**config.mk**
```make
export PLATFORM = sky130hd
export DESIGN_NAME = prng_health_buffer
export DESIGN_NICKNAME = d
export VERILOG_FILES = /design/src/rtl/prng_pkg.sv /design/src/rtl/prng_sync_fifo.sv /design/src/rtl/prng_health_buffer.sv
export SDC_FILE = /design/constraint.sdc
export NUM_CORES = 1
export LEC_CHECK = 0
export CAP_MARGIN = 20
export CORE_MARGIN = 2
export CORE_UTILIZATION = 40
export DETAILED_ROUTE_END_ITERATION = 10
export HOLD_SLACK_MARGIN = 0.12
export SLEW_MARGIN = 20
export SYNTH_ARGS = -nofsm -noshare
export SYNTH_HDL_FRONTEND = slang
export SYNTH_SLANG_ARGS = --single-unit
```
**constraint.sdc**
```tcl
create_clock -name clk -period 15.59 [get_ports clk]
set_clock_uncertainty 0.2 [all_clocks]
set_input_delay 3.118 -clock clk [delete_from_list [all_inputs] [get_ports clk]]
set_output_delay 3.118 -clock clk [all_outputs]
set_load 0.02 [all_outputs]
```
**src/rtl/prng_pkg.sv**
```systemverilog
// Shared constants and types for the PRNG generator and its health-test buffer.
package prng_pkg;

    localparam int          PRNG_WIDTH         = 32;
    localparam logic [31:0] PRNG_DEFAULT_SEED  = 32'hACE1_2468;
    localparam int          PRNG_FIFO_DEPTH    = 8;
    localparam int          PRNG_STARTUP_WORDS = 16;
    localparam int          PRNG_RCT_CUTOFF    = 4;
    localparam int          PRNG_APT_WINDOW    = 64;
    localparam int          PRNG_APT_CUTOFF    = 48;

    typedef enum logic [1:0] {
        STARTUP = 2'd0,
        RUN     = 2'd1,
        FAIL    = 2'd2
    } prng_state_t;

    localparam logic [1:0] FAIL_NONE = 2'b00;
    localparam logic [1:0] FAIL_RCT  = 2'b01;
    localparam logic [1:0] FAIL_APT  = 2'b10;
    localparam logic [1:0] FAIL_BOTH = 2'b11;

endpackage

```
**src/rtl/prng_sync_fifo.sv**
```systemverilog
// First-word-fall-through synchronous FIFO; out_data reads as zero while empty.
module prng_sync_fifo
    import prng_pkg::*;
#(
    parameter int N     = PRNG_WIDTH,
    parameter int DEPTH = PRNG_FIFO_DEPTH
) (
    input  logic                     clk,
    input  logic                     reset,
    input  logic                     push,
    input  logic [N-1:0]             push_data,
    input  logic                     pop,
    input  logic                     flush,
    output logic [N-1:0]             pop_data,
    output logic                     full,
    output logic                     empty,
    output logic [$clog2(DEPTH):0]   level
);

    localparam int AW = $clog2(DEPTH);
    localparam logic [AW:0]   DEPTH_C = (AW+1)'(DEPTH);
    localparam logic [AW-1:0] PTR_ONE = AW'(1);
    localparam logic [AW:0]   CNT_ONE = (AW+1)'(1);

    logic [N-1:0]  mem [DEPTH];
    logic [AW-1:0] wr_ptr;
    logic [AW-1:0] rd_ptr;
    logic [AW:0]   count;
    logic          do_push;
    logic          do_pop;

    assign empty   = (count == '0);
    assign full    = (count == DEPTH_C);
    assign level   = count;
    assign do_pop  = pop && !empty;
    assign do_push = push && (!full || do_pop);
    assign pop_data = empty ? '0 : mem[rd_ptr];

    always_ff @(posedge clk) begin
        if (reset || flush) begin
            wr_ptr <= '0;
            rd_ptr <= '0;
            count  <= '0;
        end else begin
            if (do_push) wr_ptr <= wr_ptr + PTR_ONE;
            if (do_pop)  rd_ptr <= rd_ptr + PTR_ONE;
            case ({do_push, do_pop})
                2'b10:   count <= count + CNT_ONE;
                2'b01:   count <= count - CNT_ONE;
                default: count <= count;
            endcase
        end
    end

    // Storage carries no reset; stale entries are unreachable once the pointers clear.
    always_ff @(posedge clk) begin
        if (do_push && !flush && !reset) mem[wr_ptr] <= push_data;
    end

endmodule

```
**src/rtl/prng_health_buffer.sv**
```systemverilog
// Online RCT/APT health tests on generator words, with a start-up discard period
// and a FWFT output buffer that is flushed whenever a test fails.
module prng_health_buffer
    import prng_pkg::*;
#(
    parameter int N             = PRNG_WIDTH,
    parameter int DEPTH         = PRNG_FIFO_DEPTH,
    parameter int STARTUP_WORDS = PRNG_STARTUP_WORDS,
    parameter int RCT_CUTOFF    = PRNG_RCT_CUTOFF,
    parameter int APT_WINDOW    = PRNG_APT_WINDOW,
    parameter int APT_CUTOFF    = PRNG_APT_CUTOFF
) (
    input  logic                   clk,
    input  logic                   reset,
    input  logic                   in_valid,
    input  logic [N-1:0]           in_data,
    input  logic                   clear_fail,
    output logic                   out_valid,
    input  logic                   out_ready,
    output logic [N-1:0]           out_data,
    output logic                   fail,
    output logic [1:0]             fail_code,
    output logic [$clog2(DEPTH):0] level
);

    localparam int RCT_W = $clog2(RCT_CUTOFF) + 1;
    localparam int APT_W = $clog2(APT_CUTOFF) + 1;
    localparam int WIN_W = $clog2(APT_WINDOW) + 1;
    localparam int SU_W  = $clog2(STARTUP_WORDS) + 1;

    localparam logic [RCT_W-1:0] RCT_LIM = RCT_W'(RCT_CUTOFF);
    localparam logic [APT_W-1:0] APT_LIM = APT_W'(APT_CUTOFF);
    localparam logic [WIN_W-1:0] WIN_LIM = WIN_W'(APT_WINDOW);
    localparam logic [SU_W-1:0]  SU_LIM  = SU_W'(STARTUP_WORDS);
    localparam logic [RCT_W-1:0] RCT_ONE = RCT_W'(1);
    localparam logic [APT_W-1:0] APT_ONE = APT_W'(1);
    localparam logic [WIN_W-1:0] WIN_ONE = WIN_W'(1);
    localparam logic [SU_W-1:0]  SU_ONE  = SU_W'(1);

    prng_state_t      state_q;
    logic [N-1:0]     prev_q;
    logic [RCT_W-1:0] rct_cnt_q, rct_next;
    logic             apt_ref_q;
    logic [APT_W-1:0] apt_cnt_q, apt_next;
    logic [WIN_W-1:0] win_cnt_q, win_next;
    logic [SU_W-1:0]  su_cnt_q, su_next;
    logic [1:0]       fail_code_q;

    logic sample, new_win, rct_fail, apt_fail, any_fail;
    logic push, pop, flush, fifo_full, fifo_empty;

    always_comb begin
        sample   = in_valid && (state_q != FAIL);
        rct_next = RCT_ONE;
        if (rct_cnt_q != '0 && in_data == prev_q)
            rct_next = (rct_cnt_q == '1) ? rct_cnt_q : rct_cnt_q + RCT_ONE;
        rct_fail = sample && (rct_next >= RCT_LIM);

        // A window count of zero means no window is open yet; a full one has just closed.
        new_win  = (win_cnt_q == '0) || (win_cnt_q >= WIN_LIM);
        win_next = WIN_ONE;
        apt_next = APT_ONE;
        if (!new_win) begin
            win_next = (win_cnt_q == '1) ? win_cnt_q : win_cnt_q + WIN_ONE;
            apt_next = apt_cnt_q;
            if (in_data[0] == apt_ref_q && apt_cnt_q != '1)
                apt_next = apt_cnt_q + APT_ONE;
        end
        apt_fail = sample && (apt_next >= APT_LIM);
        any_fail = rct_fail || apt_fail;

        su_next = (su_cnt_q == '1) ? su_cnt_q : su_cnt_q + SU_ONE;
        pop     = out_ready && !fifo_empty;
        push    = sample && (state_q == RUN) && !any_fail && (!fifo_full || pop);
        flush   = any_fail || ((state_q == FAIL) && clear_fail);
    end

    always_ff @(posedge clk) begin
        if (reset) begin
            state_q     <= STARTUP;
            prev_q      <= '0;
            rct_cnt_q   <= '0;
            apt_ref_q   <= 1'b0;
            apt_cnt_q   <= '0;
            win_cnt_q   <= '0;
            su_cnt_q    <= '0;
            fail_code_q <= FAIL_NONE;
        end else if (state_q == FAIL) begin
            if (clear_fail) begin
                state_q     <= STARTUP;
                fail_code_q <= FAIL_NONE;
            end
        end else if (in_valid) begin
            if (any_fail) begin
                state_q     <= FAIL;
                fail_code_q <= {apt_fail, rct_fail};
                prev_q      <= '0;
                rct_cnt_q   <= '0;
                apt_ref_q   <= 1'b0;
                apt_cnt_q   <= '0;
                win_cnt_q   <= '0;
                su_cnt_q    <= '0;
            end else begin
                prev_q    <= in_data;
                rct_cnt_q <= rct_next;
                apt_cnt_q <= apt_next;
                win_cnt_q <= win_next;
                if (new_win) apt_ref_q <= in_data[0];
                if (state_q == STARTUP) begin
                    su_cnt_q <= su_next;
                    if (su_next >= SU_LIM) state_q <= RUN;
                end
            end
        end
    end

    assign fail      = (state_q == FAIL);
    assign fail_code = fail_code_q;
    assign out_valid = !fifo_empty;

    prng_sync_fifo #(.N(N), .DEPTH(DEPTH)) u_fifo (
        .clk       (clk),
        .reset     (reset),
        .push      (push),
        .push_data (in_data),
        .pop       (pop),
        .flush     (flush),
        .pop_data  (out_data),
        .full      (fifo_full),
        .empty     (fifo_empty),
        .level     (level)
    );

endmodule

```
==> metrics.log <==
INFO  metric synth_ff_type = sky130_fd_sc_hd__edfxtp_1
INFO  metric switching_share = 19.7%
INFO  metric layout-drive-gt1-share = 16.4%
INFO  metric place.gp.congestion = 0.737
INFO  metric detail-route-antenna-nets = 0
INFO  metric final.fill_count = 2815
INFO  metric syn-mean-instance-area = 15.6 um^2
INFO  metric run_status = finished, final reports clean
INFO  metric layout.cells.most_common = sky130_fd_sc_hd__edfxtp_1
INFO  metric io_pins = 77
INFO  metric floorplan.die_area = 34600 um^2
INFO  metric design.core.area = 32500 um^2
INFO  metric total_switching_power = 361 uW
INFO  metric yosys-top-cells-area = sky130_fd_sc_hd__edfxtp_1, sky130_fd_sc_hd__dfxtp_1, sky130_fd_sc_hd__mux4_2
INFO  metric report.final.slew_viol_count = 0
INFO  metric synth-seq-area-share = 68.9%
INFO  metric criticalPathCategory = reg -> out
INFO  metric synth_largest_area_cell = sky130_fd_sc_hd__edfxtp_1
INFO  metric layout.core_utilization = 48.4%
INFO  metric static-leakage-power = 5.02 nW
INFO  metric fmaxAchievable = 148 MHz
INFO  metric cp_data_required_time = 12.27 ns
INFO  metric yosys_warnings = 0
INFO  metric vias_after_detailed_routing = 7296
INFO  metric cts_sinks = 328
INFO  metric detailedRoute.firstIterationViolations = 561
INFO  metric power_total = 1.83 mW
INFO  metric vias_in_the_first_global_route = 7220
INFO  metric hold_viol_final = 0
INFO  metric timing.critical_path.fanout_max = 36
INFO  metric most_used_cells_in_the_layout_excluding_fill_and_tap_cells = sky130_fd_sc_hd__edfxtp_1, sky130_fd_sc_hd__clkdlybuf4s50_1, sky130_fd_sc_hd__dfxtp_1
INFO  metric rows = 66
INFO  metric post_placement_cell_count = 1340
INFO  metric htreeDepth = 2
INFO  metric remaining_drc_errors = 0
INFO  metric worst_hold_slack = 0.261 ns
INFO  metric number_of_distinct_library_cells_after_synthesis = 47
INFO  metric worst_pin_slew = 1.00 ns
INFO  metric nNetsFinal = 985
INFO  metric chipWidth = 186 um
INFO  metric postRouteWirelength = 27200 um
INFO  metric ctsHoldBuffers = 0
INFO  metric cts_root_buf = sky130_fd_sc_hd__clkbuf_16
INFO  metric slew_headroom = 33.1%
INFO  metric setup_viol = 0
INFO  metric grt_remaining_overflow = 0
INFO  metric detail_route.first_pass.iterations = 5
INFO  metric die_h = 186 um
INFO  metric timing.setup.tns = 0 ns
INFO  metric comb_power_share = 2.8%
INFO  metric power.density = 116 nW/um^2
INFO  metric number_of_synthesized_flops_with_an_enable_pin = 256
INFO  metric clk_transition_reported_paths = 0.05 ns
INFO  metric cp-end-kind = output port
INFO  metric peakVddDrop = 70.8 uV
INFO  metric cts-buffers-inserted = 36
INFO  metric cts.repair_timing.setup_buffer_count = 0
INFO  metric post-route-min-period = 6.75 ns
INFO  metric postCtsResizedCells = 0
INFO  metric number_of_buffer_cells_added_on_primary_ports = 76
INFO  metric drt-wirelength-per-cell = 19.4 um
INFO  metric synth_area = 13200 um^2
INFO  metric clock_insertion_delay_worst_skew = 0.51 ns
INFO  metric min-delay-path-class = reg -> reg
INFO  metric layout.cells.non_filler = 1404
INFO  metric power.share.clock = 45.2%
INFO  metric drt-vias-per-instance = 5.20
INFO  metric start_kind = flip-flop
INFO  metric async_flop_share = 0%
INFO  metric grt.total_usage = 16.1%
INFO  metric synthesis.nets = 896
INFO  metric rsz0062_at_grt = false
INFO  metric cts_tree = built
INFO  metric maxCapViolCount = 0
INFO  metric ys_ff_latch = 328
INFO  metric areaGrowthSynthToFinish = 18.9%
INFO  metric cts-root-to-sink-buffers = 3
INFO  metric dp_hpwl = 15700 um
INFO  metric period_share = 43.3%
INFO  metric grt_pass1_wl = 41900 um
INFO  metric grt_start_max_net_pins = 65
INFO  metric p_int = 1.47 mW
INFO  metric yosysTopAreaCellShare = 58.0%
INFO  metric antennaDiodeCount = 0
INFO  metric syn-instance-count = 847
INFO  metric start_util = 40.7%
INFO  metric crit_arrival = 3.43 ns
INFO  metric antenna_found_initial = 0
INFO  metric sequentialPowerShare = 52.0%
[per-stage QoR]
step	setup WS [ns]	cell area [um^2]
floorplan	7.22	13200
global placement	8.67	14600
detailed placement	8.67	14600
CTS	8.72	15800
global route	8.56	15800
finish	8.84	15800
[critical path, cell delays in order (launching register included)]
cell and delay (ns):
sky130_fd_sc_hd__dfxtp_4 0.73, sky130_fd_sc_hd__buf_4 0.71, sky130_fd_sc_hd__mux4_2 0.61, sky130_fd_sc_hd__mux2i_1 0.17, sky130_fd_sc_hd__nor2_1 0.08, sky130_fd_sc_hd__clkdlybuf4s50_1 0.56
[cells by family (layout without fill, tap and decap cells)]
logic type               Yosys count  count (layout)  synth area share, %
multiplexers                      98              98                 13.4
AO/OA/AOI/OAI                     81              81                 3.50
buffers and inverters             62             177                 1.98
flip-flops                       328             328                 68.9
AND/OR/NAND/NOR                  221             221                 7.94
adder cells (fa/ha/maj)           12              12                 1.19
XOR/XNOR                          45              45                 3.03
[final cells by class]
| class | count | area (um^2) | area share (%) |
|---|---|---|---|
| clock buffer | 49 | 971 | 6.16 |
| clock inverter | 15 | 184 | 1.17 |
| inverter | 15 | 56.3 | 0.357 |
| multi-input combinational | 457 | 3930 | 25.0 |
| sequential | 328 | 9140 | 58.0 |
| tap | 442 | 553 | 3.51 |
| timing repair buffer | 98 | 921 | 5.85 |
[routing by layer]
metal | part of all wire (%) | vias up | track usage [%] | routed length [um]
li1 | - | 3412 | - | -
met1 | 44 | 3696 | 21.6 | 12100
met2 | 50 | 157 | 27.6 | 13600
met3 | 4.5 | 31 | 2.92 | 1220
met4 | 1.3 | 0 | 3.21 | 346
met5 | 0 | - | 0 | 0
[Yosys cell counts (6+ instances only)]
cell type	n
sky130_fd_sc_hd__xor2_1	40
sky130_fd_sc_hd__nand3_1	41
sky130_fd_sc_hd__nand4_1	9
sky130_fd_sc_hd__nor3_1	12
sky130_fd_sc_hd__o21ai_0	11
sky130_fd_sc_hd__ha_1	11
sky130_fd_sc_hd__mux4_2	64
sky130_fd_sc_hd__mux2i_1	34
sky130_fd_sc_hd__buf_1	12
sky130_fd_sc_hd__nand2_1	58
sky130_fd_sc_hd__nor4_1	14
sky130_fd_sc_hd__nor2b_1	6
sky130_fd_sc_hd__edfxtp_1	256
sky130_fd_sc_hd__inv_1	15
sky130_fd_sc_hd__a21oi_1	53
sky130_fd_sc_hd__dfxtp_1	72
sky130_fd_sc_hd__nor2_1	60
sky130_fd_sc_hd__clkbuf_1	28
[path summary, 6_finish.rpt]
| path | end | startpoint | slack, ns | cells after the start |
|---|---|---|---|---|
| worst max-delay path | out_data[26] | flip-flop | 8.84 | 5 |
| worst min-delay path | prev_q[15] | prev_q[15] | 0.26 | 2 |
| worst max register to register | u_fifo.mem[4][9] | state_q[0] | 12.01 | 9 |
| worst min register to register | prev_q[15] | prev_q[15] | 0.26 | 2 |
[state kept, by name (all words and copies together) (netlist names), named ones only]
signal / cells
win_cnt_q: 7
fail_code: 2
su_cnt_q: 5
state_q: 2
apt_cnt_q: 7
u_fifo.wr_ptr: 3
u_fifo.mem: 256
apt_ref_q: 1
u_fifo.rd_ptr: 3
prev_q: 32
u_fifo.level: 4
rct_cnt_q: 3
[power by group through the flow]
| stage | logic [mW] | clock network [mW] | registers, mW |
|---|---|---|---|
| finish | 0.0512 | 0.829 | 0.952 |
| floorplan | 0.0252 | 0 | 0.970 |
| global route | 0.0573 | 0.885 | 0.952 |
| CTS | 0.0518 | 0.846 | 0.952 |
| global placement | 0.0506 | 0 | 0.970 |
| detailed placement | 0.0514 | 0 | 0.970 |
Power figures use the tool's default switching activity.
